[config.mk]
export PLATFORM = sky130hd
export DESIGN_NAME = memory_stage
export DESIGN_NICKNAME = d
export VERILOG_FILES = /design/src/rtl/memory_stage.sv
export SDC_FILE = /design/constraint.sdc
export NUM_CORES = 1
export LEC_CHECK = 0
export CORE_MARGIN = 8
export CORE_UTILIZATION = 41
export CTS_CLUSTER_SIZE = 16
export DETAILED_ROUTE_END_ITERATION = 7
export PLACE_DENSITY_LB_ADDON = 0.3
export SYNTH_ARGS = -nofsm -noshare
export SYNTH_HDL_FRONTEND = slang
export SYNTH_SLANG_ARGS = --single-unit
[constraint.sdc]
create_clock -name clock -period 3.5 [get_ports clock]
set_input_delay 0.7 -clock clock [delete_from_list [all_inputs] [get_ports clock]]
set_output_delay 0.7 -clock clock [all_outputs]
set_load 0.02 [all_outputs]
[src/rtl/memory_stage.sv]
// MEM pipeline stage: turns EX/MEM load/store requests into a held memory handshake,
// formats load data and produces the MEM/WB-facing fields plus stall/error flags.
module memory_stage #(
  parameter int TIMEOUT = 255
) (
  input  logic        clock,
  input  logic        resetN,
  input  logic        inValid,
  input  logic        memRead,
  input  logic        memWrite,
  input  logic [1:0]  size,
  input  logic        loadUnsigned,
  input  logic [31:0] inALU,
  input  logic [31:0] inWriteData,
  input  logic [4:0]  inRD,
  input  logic [1:0]  inWB,
  output logic        memReq,
  output logic        memWe,
  output logic [31:0] memAddr,
  output logic [31:0] memWdata,
  output logic [3:0]  memByteEn,
  input  logic [31:0] memRdata,
  input  logic        memReady,
  output logic [31:0] memoryWord,
  output logic [31:0] aluResult,
  output logic [4:0]  rd,
  output logic [1:0]  wb,
  output logic        stall,
  output logic        alignError,
  output logic        busError,
  output logic [1:0]  dbgState
);

  localparam logic [1:0] S_IDLE = 2'd0;
  localparam logic [1:0] S_WAIT = 2'd1;
  localparam logic [1:0] S_DONE = 2'd2;
  localparam int CW = (TIMEOUT < 2) ? 1 : $clog2(TIMEOUT + 1);

  logic [1:0]    state_q, state_d;
  logic [CW-1:0] cnt_q, cnt_d;
  logic [31:0]   rdata_q, rdata_d;
  logic          to_q, to_d;

  logic        access_w, is_load_w, aligned_w;
  logic [3:0]  byte_en_w;
  logic [31:0] wdata_w, load_fmt_w, cnt_inc_w;
  logic [7:0]  lane_b_w;
  logic [15:0] lane_h_w;
  logic        req_w, stall_w, align_err_w;
  logic [1:0]  wb_w;
  logic [31:0] mword_w;

  assign access_w  = inValid && (memRead || memWrite);
  assign is_load_w = memRead && !memWrite;
  assign cnt_inc_w = 32'(cnt_q) + 32'd1;

  always_comb begin
    aligned_w = 1'b1;
    byte_en_w = 4'b1111;
    wdata_w   = inWriteData;
    case (size)
      2'b00: begin
        byte_en_w = 4'b0001 << inALU[1:0];
        wdata_w   = {4{inWriteData[7:0]}};
      end
      2'b01: begin
        aligned_w = !inALU[0];
        byte_en_w = 4'b0011 << inALU[1:0];
        wdata_w   = {2{inWriteData[15:0]}};
      end
      default: aligned_w = (inALU[1:0] == 2'b00);
    endcase
  end

  always_comb begin
    lane_b_w = memRdata[7:0];
    case (inALU[1:0])
      2'd1:    lane_b_w = memRdata[15:8];
      2'd2:    lane_b_w = memRdata[23:16];
      2'd3:    lane_b_w = memRdata[31:24];
      default: lane_b_w = memRdata[7:0];
    endcase
    lane_h_w = inALU[1] ? memRdata[31:16] : memRdata[15:0];
    case (size)
      2'b00:   load_fmt_w = loadUnsigned ? {24'd0, lane_b_w} : {{24{lane_b_w[7]}}, lane_b_w};
      2'b01:   load_fmt_w = loadUnsigned ? {16'd0, lane_h_w} : {{16{lane_h_w[15]}}, lane_h_w};
      default: load_fmt_w = memRdata;
    endcase
  end

  // Handshake: memReq rises with a request and stays high with address/data/enables held
  // until the cycle memReady is sampled high (or the wait budget runs out); memReady is
  // only meaningful while memReq is high.
  always_comb begin
    state_d     = state_q;
    cnt_d       = cnt_q;
    rdata_d     = rdata_q;
    to_d        = to_q;
    req_w       = 1'b0;
    stall_w     = 1'b0;
    align_err_w = 1'b0;
    wb_w        = inValid ? inWB : 2'b00;
    mword_w     = 32'd0;
    case (state_q)
      S_IDLE: begin
        if (access_w) begin
          if (aligned_w) begin
            req_w   = 1'b1;
            stall_w = 1'b1;
            cnt_d   = '0;
            to_d    = 1'b0;
            state_d = S_WAIT;
          end else begin
            align_err_w = 1'b1;
            wb_w        = 2'b00;
          end
        end
      end
      S_WAIT: begin
        req_w   = 1'b1;
        stall_w = 1'b1;
        if (memReady) begin
          rdata_d = is_load_w ? load_fmt_w : 32'd0;
          to_d    = 1'b0;
          state_d = S_DONE;
        end else begin
          cnt_d = cnt_inc_w[CW-1:0];
          if (cnt_inc_w == 32'(TIMEOUT)) begin
            rdata_d = 32'd0;
            to_d    = 1'b1;
            state_d = S_DONE;
          end
        end
      end
      S_DONE: begin
        mword_w = to_q ? 32'd0 : rdata_q;
        if (to_q) wb_w = 2'b00;
        state_d = S_IDLE;
      end
      default: state_d = S_IDLE;
    endcase
  end

  always_ff @(posedge clock or negedge resetN) begin
    if (!resetN) begin
      state_q <= S_IDLE;
      cnt_q   <= '0;
      rdata_q <= 32'd0;
      to_q    <= 1'b0;
    end else begin
      state_q <= state_d;
      cnt_q   <= cnt_d;
      rdata_q <= rdata_d;
      to_q    <= to_d;
    end
  end

  // Reset gates the combinational request path so it drops without waiting for an edge.
  assign memReq     = resetN && req_w;
  assign memWe      = memReq && memWrite;
  assign memByteEn  = memReq ? byte_en_w : 4'b0000;
  assign memAddr    = {inALU[31:2], 2'b00};
  assign memWdata   = wdata_w;
  assign alignError = resetN && align_err_w;
  assign busError   = (state_q == S_DONE) && to_q;
  assign stall      = stall_w;
  assign memoryWord = mword_w;
  assign aluResult  = inALU;
  assign rd         = inRD;
  assign wb         = wb_w;
  assign dbgState   = state_q;

endmodule
Word level (Yosys, flattened, before mapping)
Cells that the tools add are included.
Word-level totals
  bits in registers: 43
  input port bits: 112
  output and inout port bits: 146
  word-level logic and storage cells: 75
Operators by class
  $add $sub $neg: 1
  equality and inequality tests: 11
  shift operators: 2
  muxes and demuxes: 39
  reductions and logical operators: 18
Operator list (number)
  $mux 32: 7
  $pmux 32 s2: 2
  $mux 8: 3
  $pmux 8 s3: 1
  $mux 16: 1
  $mux 2: 8
  $pmux 8 s2: 1
  $add 8x1->9 const B: 1
  $eq 9x8->1 const B: 1
  $mux 1: 9
  $pmux 2 s2: 2
  $pmux 4 s2: 1
  $reduce_and 4->1: 2
  $eq 2x1->1 const B: 3
  $eq 2x2->1 const B: 3
  $logic_and 1x1->1: 6
  $logic_not 2->1: 3
  $ne 2x2->1 const B: 3
  $pmux 1 s2: 3
  $mux 4: 1
  $reduce_bool 2->1: 2
  $shl 1x2->4 const A: 1
  $shl 2x2->4 const A: 1
  $ne 3x3->1 const B: 1
  4 further kinds: 5

Logic depth before layout (Yosys ltp)
  depth in word-level cells: 7
  depth in mapped cells: 6
  mapped depth without buffers: 5

Worst setup path after synthesis
No wires, ideal clock.
  path type: input -> output
  from: in inALU[1]
  to: out memByteEn[2]
  arrival time: 2571 ps
  data required time: 2800 ps
  path slack: 229 ps
  cell stages on the path: 6
  buffers on the path: 2
  cell sequence: buf_2 -> buf_1 -> and2_1 -> o41ai_2 -> nand2_1 -> a31oi_1
Between the ends
  longest elaborated chain between the ends: 7
  elaborated cells on any way between the ends: 10
  classes of those cells: shift (2); mux (6); reduce/logical (2)
Ends and longest elaborated chain
  from (decl): line 13  | input logic [31:0] inALU,
  $logic_not 2->1: line 71  | default: aligned_w = (inALU[1:0] == 2'b00);
  $pmux 1 s2: line 61  | case (size)
  $mux 1 (2 in a row)
  $pmux 1 s2
  named net stall: line 28  | output logic stall,
  $logic_and 1x1->1: line 159  | assign memReq = resetN && req_w;
  $mux 4: line 161  | assign memByteEn = memReq ? byte_en_w : 4'b0000;
  to (decl): line 21  | output logic [3:0] memByteEn,
The timed path passes the listed nets, and every way through them passes these cells.

Worst setup path after layout
  from: in inValid
  to: out memReq
Between the ends
  longest elaborated chain between the ends: 4
Ends and longest elaborated chain
  from (decl): line 8  | input logic inValid,
  $logic_and 1x1->1: line 53  | assign access_w = inValid && (memRead || memWrite);
  $mux 1: line 106  | if (access_w) begin
  $pmux 1 s2: line 104  | case (state_q)
  $logic_and 1x1->1: line 159
  to (decl): line 17  | output logic memReq,
Every way passes these cells.

==> results.py <==
metrics = {
    "run_status": {
        "status": "completed",
    },
    "global_route": {
        "grt_usage_pct": 19.29,
        "grt_overflow_total": 0,
        "first_global_vias": 3619,
        "grt_max_degree": 43,
        "grt_pass1_wl_um": 20620,
        "antenna_found_initial": 0,
    },
    "detailed_routing": {
        "first_pass_iters": 7,
        "viasPerCell": 5.579,
        "routed_wl_um": 13330,
        "ant_nets": 0,
        "drtIter0Drc": 300,
        "post_drt_wl_per_cell_um": 19.99,
        "drc": 0,
        "vias": 3721,
    },
    "timing": {
        "clock_skew_ns": 0.009114,
        "finalHoldViolCount": 0,
        "grt_setup_unrepaired": "false",
        "drv_slew": 0,
        "finalSetupViolCount": 0,
        "min_period_ns": 3.376,
        "timing.fmax_mhz": 296.2,
        "slew_headroom_pct": 61.51,
        "setup_tns_ns": 0,
        "worst_pin_slew_ns": 0.5752,
        "finalCritPeriodShare_pct": 96.46,
    },
    "placement": {
        "portBuffers": 155,
        "dp.cells": 660,
        "dp.final_hpwl_um": 10170,
        "dpl_cell_area_um2": 5195,
        "gp_congestion": 0.8125,
    },
    "die": {
        "start_util_pct": 42.04,
        "dieWidth_um": 116.1,
        "dieArea_um2": 13480,
        "coreArea_um2": 9774,
        "num_rows": 36,
        "die_h_um": 116.1,
        "num_io_pins": 258,
    },
    "critical_path": {
        "critPathLaunchType": "input pin",
        "worst_setup_path_end_kind": "primary output",
        "cp_data_arrival_time_ns": 2.68,
        "crit_required_ns": 2.80,
        "cp_max_fo": 5,
        "crit_type": "in -> out",
    },
    "finish": {
        "nFillCells": 932,
        "diodes": 0,
        "regArea_um2": 1076,
        "post-route-util_pct": 54.22,
        "stdcell_count": 667,
        "fin_nets": 648,
        "multi_input_area_um2": 2218,
        "fin_area_um2": 5300,
        "synthToLayoutAreaGrowth_pct": 28.99,
        "drive_above_1_share_pct": 13.67,
    },
    "min_path": {
        "hold_class": "in -> async",
    },
    "power": {
        "leakagePower_nw": 2.158,
        "cellPowerDensity_nw_per_um2": 365.2,
        "peakVddDrop_mv": 0.1848,
    },
    "clocking": {
        "clock_latency_ns": 0.30,
        "cts_root_buffer": "clkbuf_8",
        "h-tree-depth": 2,
        "clock_path_buffers": 2,
        "cts_buffers": 5,
        "cts_tree": "yes",
        "post-cts-setup-buffers": 0,
        "cts.sinks": 43,
        "cts.clk_slew.worst_paths_ns": 0.08,
    },
    "yosys": {
        "synth.avg_cell_area_um2": 8.855,
        "synth_ff_type": "dfrtp_1",
        "ys_types": 51,
        "synth-seq-cells": 43,
        "synthArstFlopShare_pct": 100.0,
        "yosysWarnings": 0,
        "syn-cell-area_um2": 4109,
        "postSynthCellCount": 464,
        "synth_edf_count": 0,
        "ys_seq_area_share_pct": 26.19,
    },
    "run": {
        "drv_cap": 0,
    },
}
-- registers in the layout, indices dropped and copies added, names as in the netlist --
signal	count
cnt_q	8
dbgState	2
rdata_q	32
to_q	1
-- final timing paths --
check	slack [ns]	endpoint	from	cells after the start
worst max register to register	1.26	rdata_q[6]$_DFFE_PN0P_	cnt_q[0]$_DFFE_PN0P_	6
worst min-delay path	0.21	to_q$_DFFE_PN0P_	resetN	1
max in group asynchronous	2.53	rdata_q[5]$_DFFE_PN0P_	resetN	2
worst max-delay path	0.12	memReq	inValid	6
min in group clock	0.50	cnt_q[7]$_DFFE_PN0P_	cnt_q[7]$_DFFE_PN0P_	1
worst min register to register	0.50	cnt_q[7]$_DFFE_PN0P_	cnt_q[7]$_DFFE_PN0P_	1
-- per-stage QoR --
stage	power [W]	setup WS (ns)	hold WS [ns]
4_1_cts	0.001939	0.05642	0.1973
6_report	0.001936	0.1238	0.2071
2_1_floorplan	0.001306	0.2292	0.4044
3_3_place_gp	0.001532	-0.01105	0.4792
5_1_grt	0.002057	0.04616	0.1915
3_5_place_dp	0.001557	-0.03120	0.4844
-- routing by layer --
layer  GRT usage (%)  wire, µm  vias to the layer above
li1                -         -                     1729
met1           24.66      5568                     1819
met2           31.60      6473                      156
met3           5.274      1133                       17
met4           4.408       155                        0
met5               0         0                        -
-- cell type report --
class / count / area share [%]
Multi-Input combinational cell: 297 / 41.86
Sequential cell: 43 / 20.30
Clock buffer: 6 / 1.369
Timing Repair Buffer: 175 / 31.92
Inverter: 12 / 0.8499
Tap cell: 133 / 3.140
Clock inverter: 1 / 0.5666
-- critical path, cell delays in order --
cell and delay [ns]:
clkdlybuf4s50_1 0.48, or2b_1 0.27, o41ai_2 0.39, nand2_2 0.16, inv_1 0.08, clkdlybuf4s50_1 0.59
-- power by group --
group          internal, W  total [W]  leakage (nW)  switching [W]
clock             0.000210   0.000386        0.0513       0.000176
sequential        0.000620   0.000720         0.479      0.0000995
combinational     0.000439   0.000830          1.63       0.000392
total              0.00127    0.00194          2.16       0.000668
-- synth_stat cells, drive strengths merged, types with 2 or more instances --
cell / number / area, µm²
o311ai: 9 / 78.83
or2: 2 / 12.51
ha: 2 / 25.02
and2: 35 / 219.0
clkbuf: 18 / 73.82
nor4: 2 / 18.77
a222oi: 16 / 160.2
nand3: 3 / 15.01
a21oi: 7 / 35.03
and3: 3 / 18.77
nand2b: 22 / 137.6
mux2: 34 / 382.9
nand2: 22 / 82.58
o21a: 2 / 15.01
buf: 93 / 689.4
dlygate4sd1: 2 / 17.52
mux2i: 12 / 120.1
nand3b: 3 / 22.52
nor3: 2 / 10.01
nand4: 4 / 25.02
o21ai: 36 / 180.2
o221ai: 7 / 61.31
xnor2: 2 / 17.52
dfrtp: 43 / 1076
nor2: 12 / 45.04
inv: 12 / 45.04
or2b: 23 / 172.7
a221o: 9 / 90.09
a31oi: 3 / 18.77
a21o: 3 / 22.52
a32oi: 8 / 70.07
-- logic make-up after synthesis --
family / synth area share, %
compound gates: 20.01
mux: 12.79
flops: 26.19
other cells: 0.09126
buf+inv: 20.10
fa+ha+maj: 0.6089
simple gates: 19.79
xor+xnor: 0.4264
-- cells in the final DEF (no fill, tap or decap), types with 5 or more instances in the layout --
master	netlist	routed
buf_4	78	20
o311ai_0	9	9
inv_1	12	12
dfrtp_1	43	43
a222oi_1	16	16
a21oi_1	7	7
or2b_1	23	23
clkbuf_8	0	5
nand2b_1	22	22
mux2i_1	12	12
nor2_1	12	12
a32oi_1	8	8
nand2_1	22	21
and2_1	35	35
a221o_1	9	9
o21ai_0	35	35
clkdlybuf4s50_1	0	147
mux2_2	34	34
o221ai_1	7	7
-- what timing repair did --
| item | CTS | global route |
|---|---|---|
| pin swaps | 0 | 0 |
| endpoints found under the setup margin | 4 | 3 |
| gates resized for setup | 4 | 3 |
| hold buffers | 0 | 0 |
Power figures use the tool's default switching activity.
